==> config.mk <==
export PLATFORM = sky130hd
export DESIGN_NAME = alu_req_driver
export DESIGN_NICKNAME = d
export VERILOG_FILES = /design/src/rtl/alu_req_driver.sv
export SDC_FILE = /design/constraint.sdc
export NUM_CORES = 1
export LEC_CHECK = 0
export CORE_ASPECT_RATIO = 2
export CORE_MARGIN = 1.5
export CORE_UTILIZATION = 35
export DETAILED_ROUTE_END_ITERATION = 10
export PLACE_DENSITY = 0.55
export SLEW_MARGIN = 10
export SYNTH_ARGS = -nofsm -noshare
export SYNTH_HDL_FRONTEND = slang
export SYNTH_SLANG_ARGS = --single-unit
==> constraint.sdc <==
create_clock -name clock -period 3.57 [get_ports clock]
set_clock_uncertainty 0.1 [all_clocks]
set_input_delay 1.071 -clock clock [delete_from_list [all_inputs] [get_ports clock]]
set_output_delay 1.071 -clock clock [all_outputs]
set_load 0.01 [all_outputs]
==> src/rtl/alu_req_driver.sv <==
// alu_req_driver
//   Initiator side of the ALU operand/result interface. Operation requests
//   arrive over a valid/ready port and wait in a small circular FIFO. One
//   request at a time is issued to the combinational ALU. The result is
//   captured one cycle later and returned, in request order, over a
//   valid/ready response port.
//
// Parameters
//   DEPTH   request FIFO entries (power of two, >= 2)
//   CTRL_W  ALU control width
//   DATA_W  operand / result width
//
// Ports
//   clock, reset                 rising-edge clock, async active-low reset
//   req_valid/req_ready          request handshake (req_ready = !full)
//   req_ctrl, req_a, req_b       request payload
//   alu_ctrl, alu_a, alu_b       issue registers driving the ALU inputs
//   alu_result                   combinational ALU output
//   rsp_valid/rsp_ready          response handshake
//   rsp_result, rsp_ctrl         captured result and the ctrl that produced it
//   busy                         FIFO non-empty or FSM not IDLE
//   op_count                     completed-response counter (optional)
//
// Build option
//   ALU_REQ_DRIVER_OPCOUNT_EN    adds the op_count output and its counter
module alu_req_driver #(
    parameter int DEPTH  = 4,
    parameter int CTRL_W = 6,
    parameter int DATA_W = 32
) (
    input  logic              clock,
    input  logic              reset,
    input  logic              req_valid,
    output logic              req_ready,
    input  logic [CTRL_W-1:0] req_ctrl,
    input  logic [DATA_W-1:0] req_a,
    input  logic [DATA_W-1:0] req_b,
    output logic [CTRL_W-1:0] alu_ctrl,
    output logic [DATA_W-1:0] alu_a,
    output logic [DATA_W-1:0] alu_b,
    input  logic [DATA_W-1:0] alu_result,
    output logic              rsp_valid,
    input  logic              rsp_ready,
    output logic [DATA_W-1:0] rsp_result,
    output logic [CTRL_W-1:0] rsp_ctrl,
    output logic              busy
`ifdef ALU_REQ_DRIVER_OPCOUNT_EN
    ,
    output logic [31:0]       op_count
`endif
);

    localparam int PTR_W = $clog2(DEPTH);
    localparam int CNT_W = $clog2(DEPTH + 1);

    typedef struct packed {
        logic [CTRL_W-1:0] ctrl;
        logic [DATA_W-1:0] a;
        logic [DATA_W-1:0] b;
    } req_t;

    typedef enum logic [1:0] {IDLE, ISSUE, HOLD} state_t;

    req_t             mem [DEPTH];
    logic [PTR_W-1:0] wr_ptr, rd_ptr;
    logic [CNT_W-1:0] count;
    logic             fifo_empty, fifo_full;
    logic             push, pop, capture;
    state_t           state, state_nxt;

    assign fifo_empty = (count == '0);
    assign fifo_full  = (count == CNT_W'(DEPTH));
    // Ready depends on occupancy only, so a pop in the same cycle never
    // opens a slot for a push while full.
    assign req_ready  = !fifo_full;
    assign push       = req_valid && !fifo_full;

    // ---------------- request FIFO ----------------
    always_ff @(posedge clock) begin
        if (push) mem[wr_ptr] <= '{ctrl: req_ctrl, a: req_a, b: req_b};
    end

    // Pointers wrap naturally since DEPTH is a power of two.
    always_ff @(posedge clock or negedge reset) begin
        if (!reset) begin
            wr_ptr <= '0;
            rd_ptr <= '0;
            count  <= '0;
        end else begin
            if (push) wr_ptr <= wr_ptr + 1'b1;
            if (pop)  rd_ptr <= rd_ptr + 1'b1;
            case ({push, pop})
                2'b10:   count <= count + 1'b1;
                2'b01:   count <= count - 1'b1;
                default: ;
            endcase
        end
    end

    // ---------------- FSM ----------------
    always_ff @(posedge clock or negedge reset) begin
        if (!reset) state <= IDLE;
        else        state <= state_nxt;
    end

    always_comb begin
        state_nxt = state;
        case (state)
            IDLE:    if (!fifo_empty) state_nxt = ISSUE;
            ISSUE:   state_nxt = HOLD;
            HOLD:    if (rsp_ready) state_nxt = fifo_empty ? IDLE : ISSUE;
            default: state_nxt = IDLE;
        endcase
    end

    always_comb begin
        pop     = 1'b0;
        capture = 1'b0;
        case (state)
            IDLE:    pop     = !fifo_empty;
            ISSUE:   capture = 1'b1;
            HOLD:    pop     = rsp_ready && !fifo_empty;
            default: ;
        endcase
    end

    // Response is valid exactly while holding a captured result.
    assign rsp_valid = (state == HOLD);
    assign busy      = !fifo_empty || (state != IDLE);

    // ---------------- issue / capture registers ----------------
    // The alu_* registers only move on a pop, so the ALU inputs are stable
    // for the whole ISSUE cycle and keep the last op in IDLE/HOLD.
    always_ff @(posedge clock or negedge reset) begin
        if (!reset) begin
            alu_ctrl   <= '0;
            alu_a      <= '0;
            alu_b      <= '0;
            rsp_result <= '0;
            rsp_ctrl   <= '0;
        end else begin
            if (pop) begin
                alu_ctrl <= mem[rd_ptr].ctrl;
                alu_a    <= mem[rd_ptr].a;
                alu_b    <= mem[rd_ptr].b;
            end
            if (capture) begin
                rsp_result <= alu_result;
                rsp_ctrl   <= alu_ctrl;
            end
        end
    end

`ifdef ALU_REQ_DRIVER_OPCOUNT_EN
    logic [31:0] op_count_q;

    // Counts completed responses; wraps silently.
    always_ff @(posedge clock or negedge reset) begin
        if (!reset)                      op_count_q <= '0;
        else if (rsp_valid && rsp_ready) op_count_q <= op_count_q + 32'd1;
    end

    assign op_count = op_count_q;
`endif

endmodule

==> impl_metrics.env, run 1 <==
export IMPL_crit_required_ns=2.40
export IMPL_maxClockFrequency_mhz=321
export IMPL_detailed_place_area_um2=17500
export IMPL_root_buffer="sky130_fd_sc_hd__clkbuf_16"
export IMPL_clock_tree_htree_level_count=2
export IMPL_globalRouteTotalUtil=0.144
export IMPL_path_class="reg2out"
export IMPL_initial_utilization=0.356
export IMPL_power_density_nw_per_um2=877
export IMPL_grt_ovfl_total=0
export IMPL_critical_path_slowest_cell="sky130_fd_sc_hd__clkdlybuf4s50_1"
export IMPL_top_level_ports=217
export IMPL_synth_seq_cells=397
export IMPL_drive_gt1_frac=0.282
export IMPL_synth_top_cells_by_area="sky130_fd_sc_hd__edfxtp_1, sky130_fd_sc_hd__dfrtp_1, sky130_fd_sc_hd__mux4_2"
export IMPL_period_share=0.873
export IMPL_worst_path_largest_cell_delay_ns=0.55
export IMPL_grt_pass1_vias=7641
export IMPL_routabilityCongestion=0.688
export IMPL_drtIter0Drc=224
export IMPL_run_status="completed"
export IMPL_final_nets=994
export IMPL_portBuffers=216
export IMPL_placeableCoreArea_um2=41100
export IMPL_hold_class="in2async"
export IMPL_clk_insertion_delay_late_ns=0.51
export IMPL_area_grow_syn2layout_pct=27.6
export IMPL_vias_per_cell=4.78
export IMPL_post_cts_resized_instances=0
export IMPL_dieWidth_um=148
export IMPL_finish_instance_area_um2=18700
export IMPL_die_h_um=292
export IMPL_cts_hold_buffers=0
export IMPL_final_setup_tns_ns=0
export IMPL_worstPathArrival_ns=1.94
export IMPL_numClockSinks=397
export IMPL_rows=105
export IMPL_grt_antenna_before_repair=3
export IMPL_path_buf_inv=1
export IMPL_half_perimeter_wire_length_after_placement_um=19100
export IMPL_cts_max_path_buffers=3
export IMPL_wl_um=30500
export IMPL_final_hold_violation_count=0
export IMPL_tritoncts_clock_tree="yes"
export IMPL_detailroute_via_count=6908
export IMPL_crit_path_start_kind="flop"
export IMPL_postSynthAreaPerCell_um2=22.9
export IMPL_setup_violations_final=0
export IMPL_post_route_min_period_ns=3.12
export IMPL_wire_per_inst_um=21.1
export IMPL_synth_instances=640
export IMPL_crit_path_cell_trace="or3b_1 -> clkdlybuf4s50_1"
export IMPL_unrepaired_setup_endpoints_after_global_routing="false"
export IMPL_antenna_violating_nets_post_route=0
export IMPL_holdWs_ns=0.383
export IMPL_ys_warn_count=0
export IMPL_postLayoutSetupSlackWorst_ns=0.455
export IMPL_ir_worst_vdd_mv=0.429
export IMPL_place_worst_setup_slack_ns=0.498
export IMPL_leakage_uw=0.00649
export IMPL_drv_cap=0
export IMPL_worst_pin_slew_ns=1.03
export IMPL_grt_max_degree=72
export IMPL_synth_area_um2=14600
export IMPL_ys_seq_area_frac=0.774
export IMPL_timing_critical_path_fanout_max=6
export IMPL_max_slew_margin=0.313
export IMPL_grt_first_pass_wirelength_um=46100
export IMPL_timing_critical_path_max_delay_family="buffers and inverters"
export IMPL_critical_path_endpoint_category="output port"
export IMPL_slew_viol_final=0
export IMPL_synth_largest_area_cell="sky130_fd_sc_hd__edfxtp_1"
export IMPL_postCtsSetupBuffers=0
export IMPL_drt_first_pass_iters=4
export IMPL_synth_lib_cells_used_distinct=27
export IMPL_detail_route_drc_violations=0
export IMPL_yosysTopAreaCellShare=0.574
export IMPL_tritoncts_buffer_count=36
export IMPL_syn_nets=752
export IMPL_clk_pin_slew_ns=0.07
export IMPL_die_area_um2=43100
[worst paths after layout]
kind                                start             end  slack, ns  depth (start not counted)
setup / recovery                 count[1]       req_ready       0.45                          2
hold / removal                      reset        state[0]       0.38                          1
setup reg to reg                 count[1]        count[2]       1.18                          9
hold reg to reg            rsp_result[12]  rsp_result[12]       0.40                          1
max in group asynchronous           reset       rd_ptr[0]       2.31                          2
min in group clock         rsp_result[12]  rsp_result[12]       0.40                          1
[cells in the mapped netlist]
| cell type | n |
|---|---|
| sky130_fd_sc_hd__dfrtp_1 | 117 |
| sky130_fd_sc_hd__nor2_1 | 2 |
| sky130_fd_sc_hd__nand2_1 | 1 |
| sky130_fd_sc_hd__inv_1 | 7 |
| sky130_fd_sc_hd__buf_1 | 1 |
| sky130_fd_sc_hd__nand2b_1 | 2 |
| sky130_fd_sc_hd__buf_4 | 1 |
| sky130_fd_sc_hd__and2_1 | 1 |
| sky130_fd_sc_hd__ha_1 | 5 |
| sky130_fd_sc_hd__and3_1 | 4 |
| sky130_fd_sc_hd__clkbuf_1 | 7 |
| sky130_fd_sc_hd__or3b_1 | 1 |
| sky130_fd_sc_hd__mux2_2 | 109 |
| sky130_fd_sc_hd__buf_6 | 14 |
| sky130_fd_sc_hd__nor3_1 | 1 |
| sky130_fd_sc_hd__buf_2 | 4 |
| sky130_fd_sc_hd__fa_1 | 1 |
| sky130_fd_sc_hd__mux2i_1 | 1 |
| sky130_fd_sc_hd__nor3_4 | 1 |
| sky130_fd_sc_hd__o21ai_0 | 1 |
| sky130_fd_sc_hd__xnor2_1 | 2 |
| sky130_fd_sc_hd__mux4_2 | 70 |
| sky130_fd_sc_hd__edfxtp_1 | 280 |
| sky130_fd_sc_hd__xor2_1 | 4 |
| sky130_fd_sc_hd__nor4b_1 | 1 |
| sky130_fd_sc_hd__nor2b_1 | 1 |
| sky130_fd_sc_hd__nor3_2 | 1 |
[state kept, by name, indices dropped and copies added, names as in the netlist]
| register | cells |
|---|---|
| state | 2 |
| rd_ptr | 2 |
| mem | 280 |
| alu_b | 32 |
| rsp_ctrl | 6 |
| count | 3 |
| wr_ptr | 2 |
| rsp_result | 32 |
| alu_ctrl | 6 |
| alu_a | 32 |
[kinds of logic after synthesis]
| group | count (synthesis) | synth area share |
|---|---|---|
| compound gates | 1 | 0.000341 |
| xor+xnor | 6 | 0.00359 |
| fa+ha+maj | 6 | 0.00564 |
| buf+inv | 34 | 0.0165 |
| flops | 397 | 0.774 |
| mux | 180 | 0.192 |
| simple gates | 16 | 0.00752 |
[power by group]
group / internal [uW] / switching, uW
clock network: 2200 / 1610
logic: 3210 / 2250
registers: 6390 / 718
[layout by cell type (no fill, tap or decap), drive strengths merged]
| cell | netlist | final |
|---|---|---|
| and2 | 1 | 1 |
| and3 | 4 | 4 |
| buf | 20 | 16 |
| bufinv | 0 | 3 |
| clkbuf | 7 | 49 |
| clkdlybuf4s50 | 0 | 215 |
| clkinv | 0 | 11 |
| clkinvlp | 0 | 1 |
| dfrtp | 117 | 117 |
| diode | 0 | 2 |
| edfxtp | 280 | 280 |
| fa | 1 | 1 |
| ha | 5 | 5 |
| inv | 7 | 7 |
| mux2 | 109 | 109 |
| mux2i | 1 | 1 |
| mux4 | 70 | 70 |
| nand2 | 1 | 1 |
| nand2b | 2 | 2 |
| nor2 | 2 | 2 |
| nor2b | 1 | 1 |
| nor3 | 3 | 3 |
| nor4b | 1 | 1 |
| o21ai | 1 | 1 |
| or3b | 1 | 1 |
| xnor2 | 2 | 2 |
| xor2 | 4 | 4 |
[layout make-up]
type | instances | area, um2
clock inverter | 15 | 148
multi-input combinational | 209 | 3090
timing repair buffer | 231 | 2390
inverter | 7 | 26.3
antenna | 2 | 5.00
sequential | 397 | 11300
tap | 535 | 669
clock buffer | 49 | 1010
fill | 3541 | 22400
[layer usage]
layer  wire length (um)  GRT usage
met5                 11          0
met4                829     0.0527
met3               1370     0.0251
met2              17300      0.279
met1              10900      0.151
[per-stage QoR]
stage                     std cells  total power, uW  utilization
after floorplan                 640            10400            -
after global placement         1379            12800        0.426
after detailed placement       1379            12900        0.426
after CTS                      1443            16800        0.454
after global routing           1445            17300        0.454
final                          1445            16400        0.454
[worst register-to-register path, cell delays in order (launching register included)]
cell and delay, ns:
sky130_fd_sc_hd__dfrtp_1 0.41, sky130_fd_sc_hd__or3b_1 0.48, sky130_fd_sc_hd__and2_1 0.23, sky130_fd_sc_hd__inv_1 0.07, sky130_fd_sc_hd__ha_1 0.18, sky130_fd_sc_hd__inv_1 0.06
sky130_fd_sc_hd__fa_1 0.37, sky130_fd_sc_hd__xor2_1 0.15, sky130_fd_sc_hd__nor2_1 0.11, sky130_fd_sc_hd__xor2_1 0.15
(Power assumes the default switching activity.)
==> run 2: changes to the inputs <==
--- a/config.mk
+++ b/config.mk
@@ -5,11 +5,13 @@
 export SDC_FILE = /design/constraint.sdc
 export NUM_CORES = 1
 export LEC_CHECK = 0
+export CAP_MARGIN = 25
 export CORE_ASPECT_RATIO = 2
 export CORE_MARGIN = 1.5
 export CORE_UTILIZATION = 35
 export DETAILED_ROUTE_END_ITERATION = 10
-export PLACE_DENSITY = 0.55
+export DONT_BUFFER_PORTS = 1
+export PLACE_DENSITY = 0.48
 export SLEW_MARGIN = 10
 export SYNTH_ARGS = -nofsm -noshare
 export SYNTH_HDL_FRONTEND = slang
==> run 2 against run 1 <==
- register-to-register slack lost 0.10 ns
- critical path depth unchanged
- via count fell by 11%
- highest routed layer is now met4
- combinational power shrank 32%
- critical path type unchanged
- largest cell class unchanged
==> impl_metrics.env, run 2 (same netlist as run 1, synthesis figures left out) <==
export IMPL_antenna_violating_nets_post_route=0
export IMPL_gr_max_usage_layer="met2"
export IMPL_root_buffer="sky130_fd_sc_hd__clkbuf_16"
export IMPL_placeableCoreArea_um2=41100
export IMPL_critical_path_endpoint_category="output port"
export IMPL_path_class="reg2out"
export IMPL_max_slew_margin=0.497
export IMPL_rows=105
export IMPL_run_status="completed"
export IMPL_area_grow_syn2layout_pct=13.4
export IMPL_timing_critical_path_max_delay_family="simple AND/OR/NAND/NOR gates"
export IMPL_grt_first_pass_wirelength_um=44600
export IMPL_crit_path_cell_trace="nor3_2 -> nand2_1"
export IMPL_grt_use_met1=0.139
export IMPL_post_route_insts_no_fill=1228
export IMPL_initial_utilization=0.356
export IMPL_globalRouteTotalUtil=0.140
export IMPL_worst_pin_slew_ns=0.744
export IMPL_postLayoutCoreUtil=0.404
export IMPL_final_hold_violation_count=0
export IMPL_gr_usage_met3=0.0405
export IMPL_die_area_um2=43100
export IMPL_largest_register_ffs=280
export IMPL_maxClockFrequency_mhz=371
export IMPL_diodes=0
export IMPL_drv_cap=0
export IMPL_top_level_ports=217
export IMPL_portBuffers=0
export IMPL_vias_per_cell=5.01
export IMPL_grt_pass1_vias=7053
export IMPL_timing_critical_path_fanout_max=4
export IMPL_period_share=0.755
export IMPL_setup_violations_final=0
export IMPL_detailroute_via_count=6151
export IMPL_crit_path_start_kind="flop"
export IMPL_final_nets=777
export IMPL_grt_antenna_before_repair=0
export IMPL_grt_max_degree=118
export IMPL_critical_path_slowest_cell="sky130_fd_sc_hd__dfrtp_1"
export IMPL_final_setup_tns_ns=0
export IMPL_finish_instance_area_um2=16600
export IMPL_leakage_uw=0.00568
export IMPL_post_cts_resized_instances=0
export IMPL_detail_route_drc_violations=0
export IMPL_power_density_nw_per_um2=927
export IMPL_tritoncts_buffer_count=37
export IMPL_cts_hold_buffers=0
export IMPL_post_route_min_period_ns=2.70
export IMPL_clock_tree_htree_level_count=2
export IMPL_layout_common_cells="sky130_fd_sc_hd__edfxtp_1, sky130_fd_sc_hd__dfrtp_1, sky130_fd_sc_hd__mux2_2"
export IMPL_die_h_um=292
export IMPL_cts_max_path_buffers=3
export IMPL_hold_class="in2async"
export IMPL_clk_insertion_delay_late_ns=0.53
export IMPL_path_buf_inv=0
export IMPL_postCtsSetupBuffers=0
export IMPL_wl_um=29600
export IMPL_half_perimeter_wire_length_after_placement_um=18300
export IMPL_drtIter0Drc=197
export IMPL_drive_gt1_frac=0.369
export IMPL_detailed_place_area_um2=15300
export IMPL_crit_required_ns=2.40
export IMPL_most_flop_heavy_register="mem"
export IMPL_clk_pin_slew_ns=0.07
export IMPL_met2_usage=0.268
export IMPL_routabilityCongestion=0.712
export IMPL_placed_cell_count=1160
export IMPL_slew_viol_final=0
export IMPL_worst_path_largest_cell_delay_ns=0.42
export IMPL_worstPathArrival_ns=1.53
export IMPL_ir_worst_vdd_mv=0.429
export IMPL_final_common_cell="sky130_fd_sc_hd__edfxtp_1"
export IMPL_unrepaired_setup_endpoints_after_global_routing="false"
export IMPL_tritoncts_clock_tree="yes"
export IMPL_dieWidth_um=148
export IMPL_numClockSinks=397
export IMPL_wire_per_inst_um=24.1
export IMPL_grt_ovfl_total=0
export IMPL_drt_first_pass_iters=4
[run 2: final cells by class]
type / count / area, um2
repair buffers: 13 / 198
multi-input cells: 209 / 3090
inverters: 7 / 26.3
fillers: 3615 / 24500
well taps: 535 / 669
flip-flops and latches: 397 / 11300
clock buffers: 48 / 1030
clock inverters: 19 / 245
[run 2: power by group]
group / internal, uW / leakage (uW) / switching, uW
Sequential: 6390 / 0.00393 / 1180
Clock: 2470 / 0.000624 / 1630
Combinational: 2060 / 0.00113 / 1630
Total: 10900 / 0.00568 / 4450
[run 2: per-layer routing]
layer | share of wire | vias up
met4 | 0.034 | 0
met3 | 0.069 | 56
li1 | - | 2610
met1 | 0.33 | 3302
met2 | 0.57 | 183
met5 | 0 | -
[run 2: worst paths after layout]
path,slack [ns],endpoint,depth (start not counted),from
max in group asynchronous,2.91,alu_a[31],0,reset
max,0.87,busy,2,count[0]
max reg2reg,1.08,count[2],9,count[0]
min in group clock,0.41,count[2],1,count[2]
min,0.13,alu_b[15],0,reset
min reg2reg,0.41,count[2],1,count[2]
[run 2: worst reg2reg max path, cell delays in order, from the launching register on]
cell                      delay, ns
sky130_fd_sc_hd__dfrtp_1       0.42
sky130_fd_sc_hd__or3b_1        0.52
sky130_fd_sc_hd__and2_1        0.26
sky130_fd_sc_hd__inv_1         0.07
sky130_fd_sc_hd__ha_1          0.19
sky130_fd_sc_hd__inv_1         0.06
sky130_fd_sc_hd__fa_1          0.38
sky130_fd_sc_hd__xor2_1        0.16
sky130_fd_sc_hd__nor2_1        0.11
sky130_fd_sc_hd__xor2_1        0.15
[run 2: per-stage QoR]
step | setup slack, ns | hold WS [ns] | total power (uW)
after CTS | 0.831 | 0.102 | 15700
after floorplan | 0.273 | 0.374 | 10400
final | 0.873 | 0.132 | 15400
after detailed placement | 0.975 | 0.404 | 11500
after global placement | 0.982 | 0.397 | 11300
after global routing | 0.799 | 0.103 | 16200
==> run 3: changes to the inputs <==
==> constraint.sdc (replaced) <==
create_clock -name clock -period 2.7 [get_ports clock]
set_clock_uncertainty 0.1 [all_clocks]
set_input_delay 0.81 -clock clock [delete_from_list [all_inputs] [get_ports clock]]
set_output_delay 0.81 -clock clock [all_outputs]
set_load 0.01 [all_outputs]
==> run 3 against run 2 <==
- the flow now finishes with violations (hold timing)
- register-to-register slack got worse by 0.67 ns
- hold slack got worse by 0.24 ns
- non-clock buffer count increased by 5
- sequential share of layout area decreased by 0.10 points
- critical path depth unchanged
- flip-flop and latch count unchanged
- combinational power increased by 40%
- largest power group unchanged
- highest routed layer unchanged
==> impl_metrics.env, run 3 (same netlist as run 1, synthesis figures left out) <==
export IMPL_power_clock_fraction=0.255
export IMPL_final_nets=781
export IMPL_wl_um=29400
export IMPL_top_level_ports=217
export IMPL_maxClockFrequency_mhz=415
export IMPL_largest_register_ffs=280
export IMPL_violations="hold timing"
export IMPL_clock_tree_htree_level_count=2
export IMPL_drt_first_pass_iters=4
export IMPL_rows=105
export IMPL_root_buffer="sky130_fd_sc_hd__clkbuf_16"
export IMPL_critical_path_endpoint_category="output port"
export IMPL_run_status="finished with violations"
export IMPL_antenna_violating_nets_post_route=0
export IMPL_setup_violations_final=0
export IMPL_postLayoutSetupSlackWorst_ns=0.289
export IMPL_path_class="reg2out"
export IMPL_vias_per_cell=4.98
export IMPL_post_cts_resized_instances=0
export IMPL_area_grow_syn2layout_pct=13.5
export IMPL_sw_frac=0.290
export IMPL_unrepaired_setup_endpoints_after_global_routing="false"
export IMPL_grt_antenna_before_repair=0
export IMPL_routabilityCongestion=0.692
export IMPL_dieWidth_um=148
export IMPL_final_hold_violation_count=117
export IMPL_slew_viol_final=0
export IMPL_power_combinational_fraction=0.257
export IMPL_globalRouteTotalUtil=0.139
export IMPL_internal_power_uw=14300
export IMPL_postCtsSetupBuffers=0
export IMPL_power_sequential_fraction=0.488
export IMPL_fillers=3603
export IMPL_holdWs_ns=-0.105
export IMPL_finish_instance_area_um2=16600
export IMPL_hold_class="in2async"
export IMPL_worstPathArrival_ns=1.50
export IMPL_post_route_min_period_ns=2.41
export IMPL_clk_insertion_delay_late_ns=0.52
export IMPL_grt_ovfl_total=0
export IMPL_numClockSinks=397
export IMPL_grt_max_degree=118
export IMPL_crit_path_start_kind="flop"
export IMPL_ir_worst_vdd_mv=0.713
export IMPL_place_worst_setup_slack_ns=0.367
export IMPL_power_density_nw_per_um2=1210
export IMPL_diodes=0
export IMPL_total_switching_power_uw=5850
export IMPL_grt_first_pass_wirelength_um=44500
export IMPL_drive_gt1_frac=0.372
export IMPL_leakage_uw=0.00568
export IMPL_postLayoutCoreUtil=0.404
export IMPL_half_perimeter_wire_length_after_placement_um=18500
export IMPL_timing_critical_path_fanout_max=5
export IMPL_tritoncts_clock_tree="yes"
export IMPL_layout_common_cells="sky130_fd_sc_hd__edfxtp_1, sky130_fd_sc_hd__dfrtp_1, sky130_fd_sc_hd__mux2_2"
export IMPL_cts_max_path_buffers=3
export IMPL_portBuffers=0
export IMPL_placeableCoreArea_um2=41100
export IMPL_die_h_um=292
export IMPL_clk_pin_slew_ns=0.06
export IMPL_most_flop_heavy_register="mem"
export IMPL_period_share=0.893
export IMPL_detailed_place_area_um2=15400
export IMPL_initial_utilization=0.356
export IMPL_drv_cap=0
export IMPL_tritoncts_buffer_count=36
export IMPL_max_slew_margin=0.628
export IMPL_final_common_cell="sky130_fd_sc_hd__edfxtp_1"
export IMPL_crit_required_ns=1.79
export IMPL_worst_pin_slew_ns=0.550
export IMPL_wire_per_inst_um=23.9
export IMPL_final_setup_tns_ns=0
export IMPL_drtIter0Drc=184
export IMPL_die_area_um2=43100
export IMPL_detail_route_drc_violations=0
export IMPL_grt_pass1_vias=7133
export IMPL_post_route_insts_no_fill=1229
export IMPL_detailroute_via_count=6121
export IMPL_placed_cell_count=1166
-- run 3: critical path, stage by stage (launching register included) --
cell and delay [ns]:
sky130_fd_sc_hd__dfrtp_1 0.43, sky130_fd_sc_hd__or3b_1 0.38, sky130_fd_sc_hd__buf_4 0.18
-- run 3: cell type report --
type	count	area, um2	area share
sequential	397	11300	0.682
multi-input combinational	209	3090	0.186
clock buffer	51	1030	0.0619
tap	535	669	0.0403
timing repair buffer	18	298	0.0179
clock inverter	12	171	0.0103
inverter	7	26.3	0.00158
-- run 3: layer usage --
layer  track usage  wire length, um  part of all wire  vias up
met4        0.0541              850             0.029        0
met5             0                0                 0        -
li1              -                -                 -     2610
met1         0.135             9600              0.33     3282
met2         0.273            17100              0.58      189
met3        0.0357             1900             0.065       40
-- run 3: power groups by stage --
stage,clock network (uW),registers (uW),logic [uW]
finish,5160,9850,5180
detailed placement,0,10100,5340
global placement,0,9970,5160
CTS,5330,9930,5380
floorplan,0,9520,4220
global route,5530,10100,5670
-- run 3: worst paths after layout --
kind | from | end | slack (ns) | cells past startpoint
max in group asynchronous | reset | rd_ptr[0] | 2.39 | 0
max | count[0] | req_ready | 0.29 | 2
min in group clock | req_b[15] | mem[0][15] | 0.28 | 0
max reg2reg | count[0] | count[2] | 0.41 | 9
min | reset | rsp_result[28] | -0.10 | 0
min reg2reg | count[2] | count[2] | 0.42 | 1
-- run 3: through the flow --
step / hold WS [ns] / power (uW)
CTS: -0.140 / 20600
global route: -0.140 / 21300
floorplan: 0.374 / 13700
global placement: 0.393 / 15100
finish: -0.105 / 20200
detailed placement: 0.414 / 15400
